File: config.mk
export PLATFORM = sky130hd
export DESIGN_NAME = mem_writeback_stage
export DESIGN_NICKNAME = d
export VERILOG_FILES = /design/src/rtl/mem_writeback_stage.sv
export SDC_FILE = /design/constraint.sdc
export NUM_CORES = 1
export LEC_CHECK = 0
export CORE_ASPECT_RATIO = 0.75
export CORE_MARGIN = 5
export CORE_UTILIZATION = 30
export DETAILED_ROUTE_END_ITERATION = 8
export GPL_TIMING_DRIVEN = 0
export HOLD_SLACK_MARGIN = 0.12
export PLACE_DENSITY_LB_ADDON = 0.12
export SYNTH_ARGS = -nofsm -noshare
export SYNTH_HDL_FRONTEND = slang
export SYNTH_SLANG_ARGS = --single-unit
File: constraint.sdc
create_clock -name clk -period 1.8 [get_ports clk]
set_clock_uncertainty 0.2 [all_clocks]
set_input_delay 0.36 -clock clk [delete_from_list [all_inputs] [get_ports clk]]
set_output_delay 0.36 -clock clk [all_outputs]
set_load 0.01 [all_outputs]
File: src/rtl/mem_writeback_stage.sv
// Final pipeline stage: performs data-memory stores over a req/ack handshake,
// then the register-file write, holding the upstream ALU-result register via busy.
module mem_writeback_stage #(
  parameter int DATA_W      = 32,
  parameter int REG_ADDR_W  = 5,
  parameter int MEM_TIMEOUT = 16
) (
  input  logic                  clk,
  input  logic                  rst,
  input  logic                  in_valid,
  input  logic [DATA_W-1:0]     in_data,
  input  logic [DATA_W-1:0]     in_mem_addr,
  input  logic [REG_ADDR_W-1:0] in_reg_num,
  input  logic                  in_reg_enable,
  input  logic                  in_mem_enable,
  output logic                  busy,
  output logic                  mem_req,
  output logic [DATA_W-1:0]     mem_addr,
  output logic [DATA_W-1:0]     mem_wdata,
  input  logic                  mem_ack,
  output logic                  rf_we,
  output logic [REG_ADDR_W-1:0] rf_waddr,
  output logic [DATA_W-1:0]     rf_wdata,
  output logic                  misalign_err,
  output logic                  timeout_err
);

  localparam logic [1:0] IDLE     = 2'd0;
  localparam logic [1:0] MEM_WAIT = 2'd1;
  localparam logic [1:0] WB       = 2'd2;

  localparam int CNT_W = $clog2(MEM_TIMEOUT);
  localparam logic [CNT_W-1:0] CNT_LAST = CNT_W'(MEM_TIMEOUT - 1);

  logic [1:0]            state;
  logic [CNT_W-1:0]      wait_cnt;
  logic [DATA_W-1:0]     lat_data;
  logic [REG_ADDR_W-1:0] lat_reg_num;
  logic                  lat_reg_en;
  logic                  wb_pending;
  logic                  store_done;

  // Register writes to r0 are suppressed, so a store with reg_num 0 returns to IDLE.
  assign wb_pending = lat_reg_en && (lat_reg_num != '0);
  assign store_done = mem_ack || (wait_cnt == CNT_LAST);

  // busy is kept equal to (state != IDLE) by updating it alongside every state change.
  always_ff @(posedge clk) begin
    if (rst) begin
      state        <= IDLE;
      wait_cnt     <= '0;
      lat_data     <= '0;
      lat_reg_num  <= '0;
      lat_reg_en   <= 1'b0;
      busy         <= 1'b0;
      mem_req      <= 1'b0;
      mem_addr     <= '0;
      mem_wdata    <= '0;
      rf_we        <= 1'b0;
      rf_waddr     <= '0;
      rf_wdata     <= '0;
      misalign_err <= 1'b0;
      timeout_err  <= 1'b0;
    end else begin
      rf_we <= 1'b0;
      case (state)
        IDLE: begin
          if (in_valid) begin
            lat_data    <= in_data;
            lat_reg_num <= in_reg_num;
            lat_reg_en  <= in_reg_enable;
            if (in_mem_enable && (in_mem_addr[1:0] == 2'b00)) begin
              state     <= MEM_WAIT;
              busy      <= 1'b1;
              mem_req   <= 1'b1;
              mem_addr  <= {in_mem_addr[DATA_W-1:2], 2'b00};
              mem_wdata <= in_data;
            end else begin
              if (in_mem_enable) begin
                misalign_err <= 1'b1;
              end
              if (in_reg_enable && (in_reg_num != '0)) begin
                state    <= WB;
                busy     <= 1'b1;
                rf_we    <= 1'b1;
                rf_waddr <= in_reg_num;
                rf_wdata <= in_data;
              end
            end
          end
        end
        MEM_WAIT: begin
          if (store_done) begin
            mem_req  <= 1'b0;
            wait_cnt <= '0;
            // An ack arriving on the timeout edge still counts as success.
            if (!mem_ack) begin
              timeout_err <= 1'b1;
            end
            if (wb_pending) begin
              state    <= WB;
              rf_we    <= 1'b1;
              rf_waddr <= lat_reg_num;
              rf_wdata <= lat_data;
            end else begin
              state <= IDLE;
              busy  <= 1'b0;
            end
          end else begin
            wait_cnt <= wait_cnt + 1'b1;
          end
        end
        WB: begin
          state <= IDLE;
          busy  <= 1'b0;
        end
        default: begin
          state    <= IDLE;
          busy     <= 1'b0;
          mem_req  <= 1'b0;
          wait_cnt <= '0;
        end
      endcase
    end
  end

endmodule

### Word-level counts from Yosys, hierarchy flattened

Cells that the tools add are included.

| word-level totals | value |
|---|---|
| register bits | 148 |
| input bits | 75 |
| output and inout port bits | 106 |
| logic and storage cells | 83 |

| cells by class | value |
|---|---|
| add/sub/neg operators | 1 |
| equality and inequality tests | 11 |
| multiplexer cells | 36 |
| bitwise operators | 3 |
| reductions and logical operators | 18 |

Operators with widths:

| operator | number |
|---|---|
| $mux 32 | 5 |
| $pmux 32 s2 | 1 |
| $mux 5 | 5 |
| $ne 2x2->1 const B | 7 |
| $mux 1 | 13 |
| $reduce_and 4->1 | 3 |
| $mux 2 | 5 |
| $pmux 5 s2 | 1 |
| $reduce_bool 5->1 | 2 |
| $reduce_and 3->1 | 3 |
| $pmux 4 s2 | 1 |
| $reduce_and 6->1 | 1 |
| $add 4x1->4 const B | 1 |
| $eq 4x4->1 const B | 1 |
| $logic_not 2->1 | 2 |
| $mux 4 | 1 |
| $pmux 1 s2 | 2 |
| $pmux 2 s2 | 1 |
| $logic_and 1x1->1 | 3 |
| $ne 3x3->1 const B | 1 |
| $not 1->1 | 3 |
| $pmux 1 s3 | 1 |
| $eq 2x1->1 const B | 1 |
| $eq 2x2->1 const B | 1 |
| other kinds (4) | 4 |

### Depth between registers and ports, before layout

| depth | value |
|---|---|
| depth in word-level cells | 6 |
| depth in mapped cells | 7 |
| mapped depth without buffers | 5 |

### Worst setup path before layout

OpenSTA, ideal clock, no wires.

| path | value |
|---|---|
| path type | reg-to-reg |
| start | register lat_reg_num[0] |
| end | register rf_waddr[0] |
| setup time | 0.150 ns |
| arrival time | 1.510 ns |
| data required time | 1.450 ns |
| slack | -0.060 ns |
| cell stages (with the launch flop) | 7 |
| buffers on the path | 2 |
| clock period less this slack | 1.860 ns |
| path through | dfxtp_1 > or4_4 > o211ai_2 > a21o_2 > buf_6 > buf_6 > a221oi_2 |

| between the ends | value |
|---|---|
| word-level cells in the longest chain between the ends | 4 |
| elaborated cells between the ends (all ways) | 7 |
| classes of those cells | 1 x eq/ne; 3 x mux; 3 x reduce/logical |

Ends and longest elaborated chain:

| item | line | text |
|---|---|---|
| start: declaration | 38 | `logic [REG_ADDR_W-1:0] lat_reg_num;` |
| start signal: assignment | 70 | `lat_reg_num <= in_reg_num;` |
| $reduce_bool 5->1 | 44 | `assign wb_pending = lat_reg_en && (lat_reg_num != '0);` |
| $logic_and 1x1->1 | 44 |  |
| $ne 2x2->1 (no line) | -- |  |
| $reduce_and 6->1 (no line) | -- |  |
| end signal: assignment | 86 | `rf_waddr <= in_reg_num;` |
| end signal: assignment | 103 | `rf_waddr <= lat_reg_num;` |
| end: declaration | 22 | `output logic [REG_ADDR_W-1:0] rf_waddr,` |

Parallel ways exist; a longest one is shown, timed or not. The select of a mux whose other input is x is not followed.
A chain may end at the register's enable or synchronous reset.

### Worst setup path in the final report

| path | value |
|---|---|
| start | input port in_reg_num[1] |
| end | register rf_wdata[24] |

| between the ends | value |
|---|---|
| word-level cells in the longest chain between the ends | 4 |

Ends and longest elaborated chain:

| item | line | text |
|---|---|---|
| start: declaration | 13 | `input logic [REG_ADDR_W-1:0] in_reg_num,` |
| $reduce_bool 5->1 | 82 | `if (in_reg_enable && (in_reg_num != '0)) begin` |
| $logic_and 1x1->1 | 82 |  |
| $ne 2x2->1 (no line) | -- |  |
| $reduce_and 6->1 (no line) | -- |  |
| end signal: assignment | 87 | `rf_wdata <= in_data;` |
| end signal: assignment | 104 | `rf_wdata <= lat_data;` |
| end: declaration | 23 | `output logic [DATA_W-1:0] rf_wdata,` |

No other way between the ends.

==> results.md <==
* Status: finished with violations
* Failing checks: negative setup slack
* Max Fclk at 0.484 GHz
* Multi-input gate area at 2860 um^2
* DP Wirelength at 13900 um
* Synth unique cells at 38
* Worst-Skew Late Latency at 0.43 ns
* Synth top area cells: dfxtp_1 50%, nand2_1 13%, a21oi_1 9.0%
* Root Buffer: clkbuf_16
* Compound-cell area share of the yosys netlist at 0.217
* DP Area at 8160 um^2
* Hold path start: in_reg_num[2]
* Setup crit end kind: flip-flop
* First-pass GRT wire length at 31200 um
* Post-Syn Instances at 711
* # IOs at 181
* WHS Path Cells at 3
* Chip height at 132 um
* Layout area overhead at 56.2%
* Worst Hold Endpoint: lat_reg_num[2]$_SDFFE_PP0P_
* Headroom to the max-slew limit at 0.436
* FP Rows at 44
* DRC violation total after the first TritonRoute iteration at 303
* GRT overflow at 0
* Final std cells w/o fill at 1188
* Nets@finish at 999
* Pre-Repair DR Iteration Count at 8
* DIE AREA at 22600 um^2
* Final Hold Viols at 0
* Worst-margin pin slew at 0.845 ns
* CTS tree: built
* DR vias at 5567
* # clock sinks at 148
* Worst path cell trace: clkdlybuf4s50_1, nor4_4, a211o_1, a21o_4, buf_12, clkbuf_16, a221oi_2
* DP Cell Count at 1142
* Max-cap violations at 0
* Clock H-tree levels at 4
* Antenna violations before repair at 0
* Register area at 2970 um^2
* Yosys top cell by area: dfxtp_1
* Initial core utilization at 0.305
* Hold_ws at 0.209 ns
* Post-Route Setup TNS at -11.93 ns
* Crit path max-delay cell type: clkdlybuf4s50_1
* P_leak at 3.79 nW
* RePlAce Congestion at 0.744
* Startpoint types: primary input
* Slew Viols, Final at 0
* Share of the synthesized area in the top cell type at 0.501
* Combinational family with the most area after synthesis: compound AO/OA/AOI/OAI gates
* Vias per inst at 4.69
* Final antenna-violating net count at 0
* CTS Buf Count at 17
* Seq/Total Area, Yosys at 0.501
* Post-synth EDFFs at 0
* Synthesized area at 5910 um^2
* Routed length per instance at 17.1 um
* Vias in the first global route at 5432
* DRC at 0
* Final Cycle Share at 1.15
* Power Total at 8.26 mW
* WS Path Type: in -> reg
* Max IR drop VDD at 464 uV
* Clk slew on worst S/H paths at 0.06 ns
* WP data required at 1.94 ns
* Reg2Reg Depth at 6
* Final Critical Period at 2.07 ns
* Flop-to-flop setup slack at -0.26 ns
* Post-route cell area at 9240 um^2
* Largest net degree at the start of global routing at 17
* CP max FO at 6
* Largest stage delay, worst path at 0.55 ns
* Total wire length at 20300 um
* Ys async rst share at 0
* Port Buffer Count at 177
* Post-synthesis xor/xnor area fraction at 0
* CP arrival at 2.20 ns
* Aggregate global-route resource usage at 0.175
* Syn Area/Cell at 8.32 um^2
* Layout cell share with drive strength beyond 1 at 0.170
* RSZ-0062 raised after global routing: true
* Worst r2r src: state[1]$_SDFFE_PP0P_
* PwrDens at 894 nW/um^2
* N_diodes at 0
* # fillers at 1990
* Ys Warns at 0
* Core footprint at 19400 um^2
* Ys flop type: dfxtp_1
* Post-synthesis register bit count at 148
* Final setup fails at 100
* Top-count cell post-synth: nand2_1
* Worst R2R End: rf_wdata[24]$_SDFFE_PP0P_
* Adder-cell share of the synthesized area at 0.00212
* Post-synthesis mux area share at 0.00360
* Simple-Gate Fraction of Synth Area at 0.198
* Final worst setup slack at -0.266 ns
* Die X at 172 um
* Clock tree buffer depth at 2
* Synth cell count leaders: 202 x nand2_1, 148 x dfxtp_1, 106 x a21oi_1
* Hold WC Path Type: in -> reg
[critical path: cells and delay by family]
kind / cells / cell delay, ns
AO/OA/AOI/OAI: 3 / 0.90
buffers and inverters: 3 / 0.87
AND/OR/NAND/NOR: 1 / 0.08
[sequential cells by signal, summed over array words and instances, names as in the netlist]
| signal | count |
|---|---|
| timeout_err | 1 |
| mem_wdata | 32 |
| misalign_err | 1 |
| mem_req | 1 |
| mem_addr | 30 |
| wait_cnt | 4 |
| lat_reg_num | 5 |
| rf_waddr | 5 |
| state | 2 |
| lat_data | 32 |
| rf_we | 1 |
| rf_wdata | 32 |
| lat_reg_en | 1 |
| busy | 1 |
[per-stage QoR]
step                utilization  worst slack (ns)
global placement          0.421            -0.997
global route              0.477            -0.300
detailed placement        0.421             -1.04
finish                    0.477            -0.266
CTS                       0.465            -0.230
floorplan                     -           -0.0504
[layout by cell type, fill, tap and decap left out, drive strengths merged, types with 2 or more instances in the layout]
cell           netlist  routed
inv                 40      40
clkdlybuf4s50        0      69
nor3b                2       2
conb                 1       2
a31oi                2       2
nor3                 2       2
dlygate4sd2          0     105
buf                 30      41
dfxtp              148     148
a211oi              37      37
a221oi              37      37
o21ai                3       3
a21oi              106     106
dlymetal6s2s         0       3
nor2                12      12
and3                 2       2
nand2              203     203
nand3                2       2
bufinv               0       3
clkbuf              30      55
nor2b               39      39
clkinv               0       5
[power by group]
part | internal (mW) | total, mW | switching (mW)
logic | 0.561 | 1.13 | 0.574
registers | 3.43 | 3.51 | 0.0853
clock network | 2.21 | 3.61 | 1.40
total | 6.20 | 8.26 | 2.06
[worst max-delay path by stage]
stage                           endpoint  slack (ns)  depth (start not counted)                         from
3_3_place_gp   mem_wdata[2]$_SDFFE_PP0P_        -1.0                          6                     in_valid
2_1_floorplan  rf_wdata[23]$_SDFFE_PP0P_       -0.05                          5  lat_reg_num[0]$_SDFFE_PP0P_
5_1_grt         rf_waddr[0]$_SDFFE_PP0P_       -0.30                          6        state[1]$_SDFFE_PP0P_
3_5_place_dp   mem_wdata[0]$_SDFFE_PP0P_       -1.04                          6                     in_valid
4_1_cts        rf_wdata[28]$_SDFFE_PP0P_       -0.23                          7        state[1]$_SDFFE_PP0P_
6_report       rf_wdata[24]$_SDFFE_PP0P_       -0.27                          7                in_reg_num[1]
[cell type report]
| type | count | area share |
|---|---|---|
| inverters | 40 | 0.0163 |
| repair buffers | 193 | 0.205 |
| well taps | 253 | 0.0343 |
| plain buffers | 59 | 0.0503 |
| flip-flops and latches | 148 | 0.321 |
| clock inverters | 9 | 0.0141 |
| multi-input cells | 464 | 0.310 |
| clock buffers | 22 | 0.0492 |
[repair_timing]
item	CTS	global route
buffers inserted	7	3
hold buffers	0	1
setup endpoints to repair	241	123
endpoints found under the hold margin	0	1
pin swaps	7	13
cloned	2	3
resized for setup	185	26
[routing by layer]
metal  wire, um  vias up  GRT usage  part of all wire
li1           -     2814          -                 -
met1       9530     2579      0.239              0.47
met2       8720      156      0.256              0.43
met3       1790       18     0.0724             0.088
met4        260        0     0.0436             0.013
met5          0        -          0                 0
[cells by family (layout without fill, tap and decap cells)]
logic type | Yosys count | in the layout
AOI/OAI and AO/OA | 191 | 191
adders and majority gates | 1 | 1
buffers and inverters | 100 | 323
DFF | 148 | 148
muxes | 2 | 2
other | 1 | 2
and+or+nand+nor | 268 | 268
Power figures use the tool's default switching activity.
